<file path="src/rtl/fantastic_ifft8_if.sv">
// Bus bundle for fantastic_ifft8: a y-side spectrum frame in and an x-side sample frame out.
// The master modport drives spectra and observes samples; the IFFT core takes the slave modport.
interface fantastic_ifft8_if;
   logic              isValid;
   logic signed [7:-8] y0, y1, y2, y3, y4, y5, y6, y7;
   logic signed [7:-8] y0_i, y1_i, y2_i, y3_i, y4_i, y5_i, y6_i, y7_i;
   logic              x_valid;
   logic signed [7:-8] x0, x1, x2, x3, x4, x5, x6, x7;
   logic signed [7:-8] x0_i, x1_i, x2_i, x3_i, x4_i, x5_i, x6_i, x7_i;

   modport master (
      output isValid,
      output y0, y1, y2, y3, y4, y5, y6, y7,
      output y0_i, y1_i, y2_i, y3_i, y4_i, y5_i, y6_i, y7_i,
      input  x_valid,
      input  x0, x1, x2, x3, x4, x5, x6, x7,
      input  x0_i, x1_i, x2_i, x3_i, x4_i, x5_i, x6_i, x7_i
   );

   modport slave (
      input  isValid,
      input  y0, y1, y2, y3, y4, y5, y6, y7,
      input  y0_i, y1_i, y2_i, y3_i, y4_i, y5_i, y6_i, y7_i,
      output x_valid,
      output x0, x1, x2, x3, x4, x5, x6, x7,
      output x0_i, x1_i, x2_i, x3_i, x4_i, x5_i, x6_i, x7_i
   );
endinterface

</file>
<file path="src/rtl/fantastic_ifft8.sv">
// Four-rank pipelined 8-point radix-2 DIT inverse FFT on Q8.8 complex frames, one frame per cycle.
// Define FANTASTIC_IFFT8_SCALE_EN to halve every butterfly output (overall 1/8, a true inverse).
module fantastic_ifft8 (
   input  logic             clk,
   input  logic             rst_n,
   fantastic_ifft8_if.slave bus
);

   typedef struct packed {
      logic signed [15:0] re;
      logic signed [15:0] im;
   } cpx_t;

   localparam logic signed [15:0] C_Q = 16'sh00B5;

   function automatic logic signed [15:0] bf_add(input logic signed [15:0] a,
                                                 input logic signed [15:0] b);
`ifdef FANTASTIC_IFFT8_SCALE_EN
      // One guard bit keeps the sum exact before the halving shift.
      return 16'((17'(a) + 17'(b)) >>> 1);
`else
      return a + b;
`endif
   endfunction

   function automatic logic signed [15:0] bf_sub(input logic signed [15:0] a,
                                                 input logic signed [15:0] b);
`ifdef FANTASTIC_IFFT8_SCALE_EN
      return 16'((17'(a) - 17'(b)) >>> 1);
`else
      return a - b;
`endif
   endfunction

   function automatic cpx_t cadd(input cpx_t a, input cpx_t b);
      cpx_t r;
      r.re = bf_add(a.re, b.re);
      r.im = bf_add(a.im, b.im);
      return r;
   endfunction

   function automatic cpx_t csub(input cpx_t a, input cpx_t b);
      cpx_t r;
      r.re = bf_sub(a.re, b.re);
      r.im = bf_sub(a.im, b.im);
      return r;
   endfunction

   function automatic logic signed [15:0] mul_c(input logic signed [15:0] v);
      return 16'((32'(v) * 32'(C_Q)) >>> 8);
   endfunction

   // Multiplying by +j is a swap with negation, so it costs no multiplier.
   function automatic cpx_t mul_j(input cpx_t v);
      cpx_t r;
      r.re = -v.im;
      r.im = v.re;
      return r;
   endfunction

   function automatic cpx_t mul_w1(input cpx_t v);
      cpx_t r;
      logic signed [15:0] pr, pi;
      pr   = mul_c(v.re);
      pi   = mul_c(v.im);
      r.re = pr - pi;
      r.im = pr + pi;
      return r;
   endfunction

   function automatic cpx_t mul_w3(input cpx_t v);
      cpx_t r;
      logic signed [15:0] pr, pi;
      pr   = mul_c(v.re);
      pi   = mul_c(v.im);
      r.re = -pr - pi;
      r.im = pr - pi;
      return r;
   endfunction

   cpx_t [7:0] y_br, r0, s1, r1, b, tw, r2, xs, r3;
   logic [3:0] vld;

   // Bins enter rank 0 already in bit-reversed order 0,4,2,6,1,5,3,7.
   assign y_br[0] = '{re: bus.y0, im: bus.y0_i};
   assign y_br[1] = '{re: bus.y4, im: bus.y4_i};
   assign y_br[2] = '{re: bus.y2, im: bus.y2_i};
   assign y_br[3] = '{re: bus.y6, im: bus.y6_i};
   assign y_br[4] = '{re: bus.y1, im: bus.y1_i};
   assign y_br[5] = '{re: bus.y5, im: bus.y5_i};
   assign y_br[6] = '{re: bus.y3, im: bus.y3_i};
   assign y_br[7] = '{re: bus.y7, im: bus.y7_i};

   // NOTE: give every always_comb target a full default first so no path can infer a latch.
   always_comb begin
      s1 = '0;
      for (int m = 0; m < 8; m += 2) begin
         s1[m]   = cadd(r0[m], r0[m+1]);
         s1[m+1] = csub(r0[m], r0[m+1]);
      end
   end

   always_comb begin
      b  = '0;
      tw = '0;
      for (int g = 0; g < 8; g += 4) begin
         b[g]   = cadd(r1[g], r1[g+2]);
         b[g+2] = csub(r1[g], r1[g+2]);
         b[g+1] = cadd(r1[g+1], mul_j(r1[g+3]));
         b[g+3] = csub(r1[g+1], mul_j(r1[g+3]));
      end
      tw    = b;
      tw[5] = mul_w1(b[5]);
      tw[6] = mul_j(b[6]);
      tw[7] = mul_w3(b[7]);
   end

   always_comb begin
      xs = '0;
      for (int k = 0; k < 4; k++) begin
         xs[k]   = cadd(r2[k], r2[k+4]);
         xs[k+4] = csub(r2[k], r2[k+4]);
      end
   end

   // NOTE: sequential state uses non-blocking assignments so every rank samples pre-edge values.
   always_ff @(posedge clk) begin
      if (!rst_n) begin
         r0  <= '0;
         r1  <= '0;
         r2  <= '0;
         r3  <= '0;
         vld <= '0;
      end else begin
         r0  <= y_br;
         r1  <= s1;
         r2  <= tw;
         r3  <= xs;
         vld <= {vld[2:0], bus.isValid};
      end
   end

   assign bus.x_valid = vld[3];
   assign bus.x0   = r3[0].re;
   assign bus.x1   = r3[1].re;
   assign bus.x2   = r3[2].re;
   assign bus.x3   = r3[3].re;
   assign bus.x4   = r3[4].re;
   assign bus.x5   = r3[5].re;
   assign bus.x6   = r3[6].re;
   assign bus.x7   = r3[7].re;
   assign bus.x0_i = r3[0].im;
   assign bus.x1_i = r3[1].im;
   assign bus.x2_i = r3[2].im;
   assign bus.x3_i = r3[3].im;
   assign bus.x4_i = r3[4].im;
   assign bus.x5_i = r3[5].im;
   assign bus.x6_i = r3[6].im;
   assign bus.x7_i = r3[7].im;

endmodule

</file>
<file path="src/flat_wrapper.sv">
// flat-port wrapper written by rule: the top's interface ports become plain ports
module fantastic_ifft8_flat 
  (clk, rst_n, bus_isValid, bus_y0, bus_y1, bus_y2, bus_y3, bus_y4, bus_y5, bus_y6, bus_y7, bus_y0_i, bus_y1_i, bus_y2_i, bus_y3_i, bus_y4_i, bus_y5_i, bus_y6_i, bus_y7_i, bus_x_valid, bus_x0, bus_x1, bus_x2, bus_x3, bus_x4, bus_x5, bus_x6, bus_x7, bus_x0_i, bus_x1_i, bus_x2_i, bus_x3_i, bus_x4_i, bus_x5_i, bus_x6_i, bus_x7_i);
  fantastic_ifft8_if bus_i ();
  input  logic clk;
  input  logic rst_n;
  input wire logic [$bits(bus_i.isValid)-1:0] bus_isValid;
  input wire logic [$bits(bus_i.y0)-1:0] bus_y0;
  input wire logic [$bits(bus_i.y1)-1:0] bus_y1;
  input wire logic [$bits(bus_i.y2)-1:0] bus_y2;
  input wire logic [$bits(bus_i.y3)-1:0] bus_y3;
  input wire logic [$bits(bus_i.y4)-1:0] bus_y4;
  input wire logic [$bits(bus_i.y5)-1:0] bus_y5;
  input wire logic [$bits(bus_i.y6)-1:0] bus_y6;
  input wire logic [$bits(bus_i.y7)-1:0] bus_y7;
  input wire logic [$bits(bus_i.y0_i)-1:0] bus_y0_i;
  input wire logic [$bits(bus_i.y1_i)-1:0] bus_y1_i;
  input wire logic [$bits(bus_i.y2_i)-1:0] bus_y2_i;
  input wire logic [$bits(bus_i.y3_i)-1:0] bus_y3_i;
  input wire logic [$bits(bus_i.y4_i)-1:0] bus_y4_i;
  input wire logic [$bits(bus_i.y5_i)-1:0] bus_y5_i;
  input wire logic [$bits(bus_i.y6_i)-1:0] bus_y6_i;
  input wire logic [$bits(bus_i.y7_i)-1:0] bus_y7_i;
  output wire logic [$bits(bus_i.x_valid)-1:0] bus_x_valid;
  output wire logic [$bits(bus_i.x0)-1:0] bus_x0;
  output wire logic [$bits(bus_i.x1)-1:0] bus_x1;
  output wire logic [$bits(bus_i.x2)-1:0] bus_x2;
  output wire logic [$bits(bus_i.x3)-1:0] bus_x3;
  output wire logic [$bits(bus_i.x4)-1:0] bus_x4;
  output wire logic [$bits(bus_i.x5)-1:0] bus_x5;
  output wire logic [$bits(bus_i.x6)-1:0] bus_x6;
  output wire logic [$bits(bus_i.x7)-1:0] bus_x7;
  output wire logic [$bits(bus_i.x0_i)-1:0] bus_x0_i;
  output wire logic [$bits(bus_i.x1_i)-1:0] bus_x1_i;
  output wire logic [$bits(bus_i.x2_i)-1:0] bus_x2_i;
  output wire logic [$bits(bus_i.x3_i)-1:0] bus_x3_i;
  output wire logic [$bits(bus_i.x4_i)-1:0] bus_x4_i;
  output wire logic [$bits(bus_i.x5_i)-1:0] bus_x5_i;
  output wire logic [$bits(bus_i.x6_i)-1:0] bus_x6_i;
  output wire logic [$bits(bus_i.x7_i)-1:0] bus_x7_i;
  assign bus_i.isValid = bus_isValid;
  assign bus_i.y0 = bus_y0;
  assign bus_i.y1 = bus_y1;
  assign bus_i.y2 = bus_y2;
  assign bus_i.y3 = bus_y3;
  assign bus_i.y4 = bus_y4;
  assign bus_i.y5 = bus_y5;
  assign bus_i.y6 = bus_y6;
  assign bus_i.y7 = bus_y7;
  assign bus_i.y0_i = bus_y0_i;
  assign bus_i.y1_i = bus_y1_i;
  assign bus_i.y2_i = bus_y2_i;
  assign bus_i.y3_i = bus_y3_i;
  assign bus_i.y4_i = bus_y4_i;
  assign bus_i.y5_i = bus_y5_i;
  assign bus_i.y6_i = bus_y6_i;
  assign bus_i.y7_i = bus_y7_i;
  assign bus_x_valid = bus_i.x_valid;
  assign bus_x0 = bus_i.x0;
  assign bus_x1 = bus_i.x1;
  assign bus_x2 = bus_i.x2;
  assign bus_x3 = bus_i.x3;
  assign bus_x4 = bus_i.x4;
  assign bus_x5 = bus_i.x5;
  assign bus_x6 = bus_i.x6;
  assign bus_x7 = bus_i.x7;
  assign bus_x0_i = bus_i.x0_i;
  assign bus_x1_i = bus_i.x1_i;
  assign bus_x2_i = bus_i.x2_i;
  assign bus_x3_i = bus_i.x3_i;
  assign bus_x4_i = bus_i.x4_i;
  assign bus_x5_i = bus_i.x5_i;
  assign bus_x6_i = bus_i.x6_i;
  assign bus_x7_i = bus_i.x7_i;
  fantastic_ifft8 u_core (.clk(clk), .rst_n(rst_n), .bus(bus_i));
endmodule
</file>
<file path="config.mk">
export PLATFORM = sky130hd
export DESIGN_NAME = fantastic_ifft8_flat
export DESIGN_NICKNAME = d
export VERILOG_FILES = /design/src/rtl/fantastic_ifft8_if.sv /design/src/rtl/fantastic_ifft8.sv /design/src/flat_wrapper.sv
export SDC_FILE = /design/constraint.sdc
export NUM_CORES = 2
export LEC_CHECK = 0
export BUFFER_PORTS_ARGS = -buffer_cell sky130_fd_sc_hd__buf_4
export CAP_MARGIN = 20
export CORE_ASPECT_RATIO = 1.1
export CORE_MARGIN = 5
export CORE_UTILIZATION = 30
export DETAILED_ROUTE_END_ITERATION = 8
export HOLD_SLACK_MARGIN = 0.05
export PLACE_DENSITY = 0.44
export SYNTH_ARGS = -nofsm -noshare
export SYNTH_HDL_FRONTEND = slang
export SYNTH_SLANG_ARGS = --single-unit
</file>
<file path="constraint.sdc">
create_clock -name clk -period 9.6 [get_ports clk]
set_input_delay 1.44 -clock clk [delete_from_list [all_inputs] [get_ports clk]]
set_output_delay 1.44 -clock clk [all_outputs]
set_load 0.1 [all_outputs]
</file>
==> results.md <==
- The buffer levels on the longest clock path is 3.
- Wires add up to 222,300 um.
- Entering global routing, the biggest net connects roughly 180 pins.
- The startpoint of the worst register-to-register path is u_core.r1[228].
- Along the worst hold path, the cell count comes to 1.
- The filler cells instantiated in the layout total ~24,000.
- The register bank with the most flops is u_core.r0.
- The multi-input logic area is 0.04393 mm2.
- The post-detailed-route wirelength per cell is around 19 um.
- In this run the biggest area consumer among cell types represents between 20 and 30% of the synthesized area.
- The worst path required time is 10.27 ns.
- The via count of the first global-routing pass is 54,720.
- During placement, the flow inserted port buffers numbering 515.
- After routing, the total negative slack on setup checks comes to 0 ns.
- Of all flip-flops after synthesis, the portion carrying an async set or reset was 0%.
- The wire length of the first global-routing pass is 332,300 um.
- The H-tree was split into 3 levels.
- Static timing analysis puts the maximum clock frequency at approximately 110 MHz.
- In this run, synthesis inferred 0 flip-flops with an integrated enable.
- The post-synthesis cell type count is 90.
- For the pin with the worst max-slew slack, the measured transition is 1.110 ns.
- The area of the placeable core is between 0.2 and 0.25 mm2.
- The startpoint identified for the worst hold timing path is u_core.vld[1].
- The largest stage delay on the critical path is 0.52 ns.
- The net count of the finished layout is 9,996.
- The number of hold buffers added after cts is 0.
- For this design, the slowest cell found on the critical path is sky130_fd_sc_hd__fa_1.
- The CTS clock-pin slew for the worst setup and hold paths is 0.06 ns.
- Across the run, the number of max-cap violations was 0.
- For this design the top-level I/O count stands at 516.
- The number of routed nets with antenna violations is 0.
- The detailed router finished its first iteration with 2,657 violations.
- By area the synthesized netlist is led by sky130_fd_sc_hd__dfxtp_1 (29%), sky130_fd_sc_hd__ha_1 (19%), sky130_fd_sc_hd__xnor2_1 (6.6%).
- The path type of the worst setup path is register to register.
- Among all flip-flop cells after synthesis, the most frequent one is sky130_fd_sc_hd__dfxtp_1.
- The worst-case reg-to-reg path depth is 38.
- The pre-antenna-repair detailed-routing pass consisted of 7 iterations.
- From bottom edge to top edge, the die measures 513.8 um.
- The run finished with clean final reports.
- The class of the tightest hold or removal check is register to register.
- The number of hold-slack violations in the final timing report came to 0.
- The most common cell in the netlist is sky130_fd_sc_hd__inv_1.
- The number of antenna violations at the first check in global routing was 17.
- Sorting the synthesized cells by how often they occur yields sky130_fd_sc_hd__inv_1 (1,103), sky130_fd_sc_hd__ha_1 (1,062), sky130_fd_sc_hd__dfxtp_1 (1,004).
- For this configuration, the core starts out at a cell density of a little under a third.
- Setup repair after global routing left no endpoint under its margin.
- The global-route usage over all layers is around 18%.
- Averaged over all synthesized cells, the footprint is 8.598 um2.
- The register with the most flip-flops in the layout has 256 of them.
- The library cell appearing most often on the critical path is sky130_fd_sc_hd__inv_1.
- After legalization and detailed placement, the total HPWL measured about 190,000 um.
- For hold timing, the worst endpoint is u_core.vld[2].
- The cell area after technology mapping is 0.06922 mm2.
- The final period demand of the worst path is 8.882 ns.
- During synthesis, Yosys emitted a total of 0 warnings.
- Of all cell types, the one taking the most synthesized area is sky130_fd_sc_hd__dfxtp_1.
- The clock network latency to the later pin of the worst-skew pair is 0.80 ns.
- The largest registers in the layout are u_core.r0: 256 flops, u_core.r1: 248 flops, u_core.r2: 248 flops.
- The final setup violation count is 0.
- The last weighted congestion value of the routability-driven placer is 0.8678.
- The worst pin sits at a relative slew slack of 25.08%.
- The type of destination of the critical path is a register.
- The number of remaining DRC errors is 0.
- The number of instances in the synthesized netlist is 8,050.
- The post-synthesis sequential element count is ~1,000.
- The worst register-to-register path has a setup slack of 0.72 ns.
- In this run the worst setup path begins at u_core.r1[228].
- The detailed router placed 53,730 vias in this run.
- Post-CTS timing repair inserted 0 buffers for setup.
- The largest fanout on the critical path is 6.
- The final count of pins violating max slew is 0.
- The TritonCTS clock tree is yes.
- Summing all flip-flop and latch instances after layout gives ~0.020 mm2.
- After synthesis, flip-flops and latches occupy between 20% and 30% of the total area.
- Clock tree synthesis found a total of 1,004 sinks.
- The end of the worst register-to-register path is u_core.r2[255].
- The horizontal die dimension is 468.0 um.
- The via-per-instance ratio is 4.612.
- The number of placement rows is between 150 and 200.
- The type of element launching the critical path is a register.
- The final setup skew is 0.07416 ns.
- The remaining global-route overflow is 0.
- The post-route netlist has 9.887% of its cells at a drive strength greater than 1.
- The worst endpoint data arrival time is 9.56 ns.
- The final worst-path cycle share is between 90 and 100%.
- The number of CTS-inserted buffers is 115.
- The total nets after synthesis is roughly 9,600.
- The master cell of the clock root buffer is sky130_fd_sc_hd__clkbuf_16.
- The floorplan step defined a die boundary enclosing 0.2404 mm2.
- The layout overhead on the synthesized area is 15.89%.
==> cell families (layout without fill, tap and decap cells) <==
kind of cell	Yosys count	after routing	share of synthesized area (%)
AND/OR/NAND/NOR	2234	2234	15.80
other	0	9	0
AO/OA/AOI/OAI	1489	1489	13.70
adder cells (fa/ha/maj)	1275	1275	25.36
XOR/XNOR	661	661	8.467
flip-flops	1004	1004	29.04
buffers and inverters	1381	1888	7.558
multiplexers	6	6	0.08677
==> worst max-delay path by stage <==
stage                          end  slack [ns]  depth (start not counted)
floorplan           u_core.r2[255]        1.06                         36
global placement    u_core.r2[255]        0.47                         39
detailed placement  u_core.r2[255]        0.38                         39
CTS                 u_core.r2[255]        0.34                         39
global route        u_core.r2[191]       0.003                         38
finish              u_core.r2[255]        0.72                         38
==> cell usage in the layout, fill, tap and decap left out, types with 213 or more instances in the layout <==
cell and count:
sky130_fd_sc_hd__dfxtp_1 1003, sky130_fd_sc_hd__fa_1 213, sky130_fd_sc_hd__buf_4 549, sky130_fd_sc_hd__and2_1 278, sky130_fd_sc_hd__xnor2_1 518, sky130_fd_sc_hd__nor3_1 285, sky130_fd_sc_hd__o21ai_0 263, sky130_fd_sc_hd__nor2_1 901
sky130_fd_sc_hd__inv_1 1102, sky130_fd_sc_hd__a21oi_1 523, sky130_fd_sc_hd__ha_1 1061
==> worst max-delay path, delay by kind of cell, from the launching register on <==
| kind | cells | cell delay (ns) |
|---|---|---|
| xor+xnor | 4 | 0.65 |
| simple gates | 9 | 2.22 |
| fa+ha+maj | 8 | 2.94 |
| compound gates | 10 | 2.07 |
| buf+inv | 7 | 0.53 |
| flops | 1 | 0.35 |
==> per-stage QoR <==
| step | hold WS, ns | cells | setup WS, ns | cell area [um2] | utilization [%] |
|---|---|---|---|---|---|
| 2_1_floorplan | 0.4119 | 8050 | 1.059 | 69220 | - |
| 3_3_place_gp | 0.4186 | 11430 | 0.4692 | 76240 | 33.10 |
| 3_5_place_dp | 0.4246 | 11430 | 0.3779 | 76260 | 33.11 |
| 4_1_cts | 0.4384 | 11640 | 0.3385 | 80130 | 34.79 |
| 5_1_grt | 0.4529 | 11640 | 0.003315 | 80190 | 34.82 |
| 6_report | 0.4397 | 11650 | 0.7183 | 80210 | 34.83 |
==> per-layer routing <==
metal  routed length (um)  global-route usage, %  vias up
met1               100400                  23.22    25260
met3                 8389                  2.236      220
met2               107300                  31.48      923
met4                 6214                  5.037        2
met5                   13                      0        -
li1                     -                      -    27320
==> area by class of cell <==
class	count	area share [%]
Antenna cell	9	0.02808
Clock buffer	155	4.012
Clock inverter	57	0.8189
Inverter	1123	5.265
Multi-Input combinational cell	5665	54.77
Sequential cell	1004	25.06
Tap cell	3085	4.812
Timing Repair Buffer	553	5.232
==> repair_timing <==
| action | in CTS | in global routing |
|---|---|---|
| gates resized for setup | 0 | 12 |
| setup endpoints to repair | 0 | 4 |
| endpoints found under the hold margin | 0 | 0 |
Power is left out: the tool's default activity adds up to more than one toggle a clock period on the data nets, which glitch-free logic cannot reach.
